==> config.mk <==
export PLATFORM = sky130hd
export DESIGN_NAME = adc_fixed_avg
export DESIGN_NICKNAME = d
export VERILOG_FILES = /design/src/rtl/adc_fixed_avg.sv
export SDC_FILE = /design/constraint.sdc
export NUM_CORES = 1
export LEC_CHECK = 0
export CORE_ASPECT_RATIO = 1.2
export CORE_UTILIZATION = 30
export CTS_CLUSTER_DIAMETER = 200
export DETAILED_ROUTE_END_ITERATION = 7
export MAX_ROUTING_LAYER = met4
export SYNTH_ARGS = -nofsm -noshare
export SYNTH_HDL_FRONTEND = slang
export SYNTH_SLANG_ARGS = --single-unit
==> constraint.sdc <==
create_clock -name adc_clk -period 2.08 [get_ports adc_clk]
set_input_delay 0.208 -clock adc_clk [delete_from_list [all_inputs] [get_ports adc_clk]]
set_output_delay 0.208 -clock adc_clk [all_outputs]
set_load 0.01 [all_outputs]
==> src/rtl/adc_fixed_avg.sv <==
// Boxcar-averages 2^LOG2_AVG raw ADC samples and emits the mean as a signed
// fixed-point word (1.0 = 2^DEC_FORMAT) through a one-deep valid/ready register.
module adc_fixed_avg #(
    parameter int unsigned ADC_WIDTH     = 14,
    parameter int unsigned DATA_WIDTH    = 32,
    parameter int unsigned DEC_FORMAT    = 16,
    parameter int unsigned LOG2_AVG      = 2,
    parameter int unsigned OFFSET_BINARY = 0
) (
    input  logic                  adc_clk,
    input  logic                  rst,
    input  logic                  enable,
    input  logic [ADC_WIDTH-1:0]  adc_data,
    input  logic                  adc_valid,
    output logic [DATA_WIDTH-1:0] out_data,
    output logic                  out_valid,
    input  logic                  out_ready,
    output logic                  overrun,
    input  logic                  clr_overrun
);

    localparam int unsigned ACC_W = ADC_WIDTH + LOG2_AVG;
    localparam int unsigned CNT_W = (LOG2_AVG > 0) ? LOG2_AVG : 1;
    localparam int unsigned SHIFT = DEC_FORMAT - (ADC_WIDTH - 1);
    localparam logic [CNT_W-1:0]     TERM     = CNT_W'((1 << LOG2_AVG) - 1);
    localparam logic [ADC_WIDTH-1:0] MSB_MASK = ADC_WIDTH'(1) << (ADC_WIDTH - 1);

    logic signed [ACC_W-1:0]      acc;
    logic        [CNT_W-1:0]      cnt;
    logic signed [ADC_WIDTH-1:0]  s_c;
    logic signed [ACC_W-1:0]      sum_c;
    logic signed [ACC_W-1:0]      avg_c;
    logic signed [DATA_WIDTH-1:0] word_c;
    logic                         accept_c;
    logic                         done_c;

    // Sample conversion, running sum and scaled mean of a completing frame
    always_comb begin
        s_c      = (OFFSET_BINARY != 0) ? $signed(adc_data ^ MSB_MASK) : $signed(adc_data);
        sum_c    = acc + ACC_W'(s_c);
        avg_c    = sum_c >>> LOG2_AVG;
        word_c   = DATA_WIDTH'(avg_c) <<< SHIFT;
        accept_c = enable && adc_valid;
        done_c   = accept_c && (cnt == TERM);
    end

    always_ff @(posedge adc_clk) begin
        if (rst) begin
            acc       <= '0;
            cnt       <= '0;
            out_data  <= '0;
            out_valid <= 1'b0;
            overrun   <= 1'b0;
        end else begin
            if (!enable || done_c) begin
                acc <= '0;
                cnt <= '0;
            end else if (accept_c) begin
                acc <= sum_c;
                cnt <= cnt + CNT_W'(1);
            end

            // A completing frame always loads; a handshake only drains when nothing loads
            if (done_c) begin
                out_data  <= word_c;
                out_valid <= 1'b1;
            end else if (out_valid && out_ready) begin
                out_valid <= 1'b0;
            end

            if (done_c && out_valid && !out_ready) begin
                overrun <= 1'b1;
            end else if (clr_overrun) begin
                overrun <= 1'b0;
            end
        end
    end

endmodule

==> metrics.md <==
| Metric | Value |
|---|---|
| GPL Wtd Cong | 0.837 |
| Syn Inst Count | 283 |
| Hold Path Class | flop to flop |
| Initial core utilization | 31.0% |
| Setup crit start kind | flop |
| Synthesized flop and latch total | 34 |
| R2R Path End | out_data[15] |
| Pwr dens | 519 mW/mm2 |
| Final Util | 46.2% |
| Sum of negative setup slack | -616 ps |
| Yosys cell types | 45 |
| CP top delay family | simple AND/OR/NAND/NOR gates |
| Final setup violation count | 8 |
| Minimum clock period | 2180 ps |
| Failing checks | negative setup slack |
| Routed wire length | 6.53 mm |
| TritonCTS Buffers | 5 |
| Antenna-violating nets left | 0 |
| CP Capture Type | flop |
| Clk sink count | 34 |
| Post-route cell area | 0.00336 mm2 |
| GRT Total Usage | 17.4% |
| RSZ-0062 raised after global routing | yes |
| Synthesized area | 0.00225 mm2 |
| Post-DP HPWL | 4.79 mm |
| CP cell instances | ha_4 > fa_2 > a21o_1 > a311oi_2 > or3_4 > a221oi_4 > or4_1 > nand3_1 |
| Worst path slowest cell | or4_1 |
| Final WS setup | -99.0 ps |
| Cell count along the critical path | 8 |
| First-pass GRT wire length | 10.5 mm |
| Fin. Hold Viols | 0 |
| Cell-internal power | 1.30 mW |
| Crit Reg-Reg Startpoint | acc[0] |
| Status | finished, violations left |
| Port Buffer Count | 50 |
| Crit share post-route | 105% |
| Clock share of power | 43.1% |
| Syn_area_per_cell | 7.96 um2 |
| Post-DR wirelength/cell | 14.4 um |
| CP Buf/Inv Count | 0 |
| Pre-Repair DR Iteration Count | 4 |
| CTS tree | built |
| Total power | 1.74 mW |
| Layout cell share with drive strength beyond 1 | 25.7% |
| Ys flop type | dfxtp_1 |
| Top-area cell type share of the netlist area | 30.2% |
| Dominant cells by area after synthesis | dfxtp_1 (30%), ha_1 (8.9%), buf_4 (6.3%) |
| Worst Setup EP | out_data[15] |
| Crit path max fanout | 3 |
| Hold_sp | acc[10] |
| Psw | 0.445 mW |
| Vias | 2268 |
| Vias/cell | 5.02 |
| Core Area | 0.00727 mm2 |
| Die Y-Extent | 96.9 um |
| R2R depth | 8 |
| Number of synthesized flops with an enable pin | 0 |
| WS Path Type | flop to flop |
| DP Area | 0.00304 mm2 |
| Arr. time, crit path | 2410 ps |
| Vias in the first global route | 2245 |
| Cts hold-fix bufs | 0 |
| DR DRC count | 0 |
| Top Ports | 54 |
| Rows | 34 |
| Initial antenna violation count | 0 |
| N_diodes | 0 |
| List of most frequent post-synthesis cells | nand2_1 (36), dfxtp_1 (34), a21oi_1 (25) |
| H-tree depth | 2 |
| Clock Skew | 6.89 ps |
| Global route total overflow | 0 |
| Fmax | 0.459 GHz |
| Power share of the sequential group | 38.2% |
| Power share of the combinational group | 18.7% |
| Leak | 1.34 nW |
| Area delta synth->final | 49.2% |
| Root Driver | clkbuf_8 |
| Slowest stage delay, CP | 420 ps |
| Flop-to-flop setup slack | -100 ps |
| Register cell area after layout | 682 um2 |
| Nets@finish | 398 |
| Sequential fraction of the synthesis area | 30.2% |
| Number of DRC markers in iteration 0 | 80 |
| Die Span X | 81.1 um |
| Setup crit start | acc[0] |
| Footprint of the multi-input gates | 0.00151 mm2 |
| Async SR Flop Fraction | 0% |
| Die area | 0.00786 mm2 |
| WP data required | 2310 ps |
| Max Cap Violations | 0 |
| Synth area leader | dfxtp_1 |
| Peak supply drop | 341 uV |
| Net Sw Frac | 25.5% |
| Largest net degree at the start of global routing | 20 |
| Clock-pin slew on the worst setup and hold paths | 80 ps |
| Final Max Tran Viols | 0 |
| Fill cell count | 723 |
| Count leader, synth | nand2_1 |
| Worst skew pair latency | 290 ps |
| Yosys warning total | 0 |
| Clock Path Buffers | 2 |
==> metrics by stage <==
step / instances / worst slack (ps) / hold WS (ps)
5_1_grt: 452 / -186 / 494
2_1_floorplan: 285 / 17.5 / 416
4_1_cts: 450 / -67.6 / 469
3_3_place_gp: 440 / -430 / 449
3_5_place_dp: 440 / -461 / 451
6_report: 452 / -99.0 / 465
==> flip-flops by register name, indices dropped and copies added (netlist names) <==
register	cells
cnt	2
acc	16
out_valid	1
overrun	1
out_data	14
==> metal layers <==
layer | up-vias | global-route usage (%) | wire (um)
met1 | 1041 | 20.4 | 2810
met5 | - | - | 0
met2 | 55 | 30.0 | 3400
li1 | 1154 | - | -
met3 | 18 | 2.83 | 191
met4 | 0 | 4.81 | 127
==> tightest hold or removal path, delay by kind of cell, from the launching register on <==
family / cells / cell delay (ps)
compound gates: 1 / 50
flops: 1 / 310
simple gates: 1 / 60
==> worst min path at each step <==
stage / end / slack (ps) / depth (start not counted)
after global placement: acc[4] / 450 / 2
after floorplan: out_valid / 420 / 2
final: acc[10] / 460 / 2
after global routing: acc[4] / 490 / 2
after CTS: acc[10] / 470 / 2
after detailed placement: out_data[6] / 450 / 2
==> power by group through the flow <==
| stage | Sequential, mW | Clock [mW] | Combinational [mW] |
|---|---|---|---|
| after global placement | 0.680 | 0 | 0.292 |
| final | 0.666 | 0.752 | 0.326 |
| after global routing | 0.667 | 0.790 | 0.355 |
| after CTS | 0.665 | 0.763 | 0.304 |
| after floorplan | 0.679 | 0 | 0.152 |
| after detailed placement | 0.680 | 0 | 0.295 |
==> cells by family (layout without fill, tap and decap cells) <==
group / Yosys count / after routing / synth area share, %
simple gates: 107 / 107 / 23.1
compound gates: 74 / 74 / 22.1
buf+inv: 39 / 116 / 9.83
flops: 34 / 34 / 30.2
fa+ha+maj: 17 / 17 / 9.78
xor+xnor: 11 / 11 / 4.89
other cells: 1 / 3 / 0.167
==> cell type report <==
cell class | instances | area share [%]
sequential | 34 | 20.3
clock buffer | 5 | 2.05
clock inverter | 3 | 2.05
multi-input combinational | 212 | 44.8
timing repair buffer | 103 | 26.9
tap | 90 | 3.35
inverter | 5 | 0.559
==> layout by cell type, fill, tap and decap left out, drive strengths merged, types with 3 or more instances in the layout <==
cell type,count
nand2,36
xnor2,7
or3,3
nor2,15
conb,3
ha,16
a211oi,6
nor3,11
o21ai,13
a21oi,26
clkbuf,5
xor2,3
o31ai,3
o21a,4
nand4,4
clkdlybuf4s50,48
a21o,5
nand3,20
a31oi,4
or4,7
inv,5
dfxtp,34
nand2b,5
buf,53
==> timing repair <==
action	CTS	global route
setup endpoints to repair	8	18
buffers inserted	2	2
pin swaps	5	16
cloned	0	0
resized for setup	10	19
No activity file was read; power rests on OpenSTA's default activity.
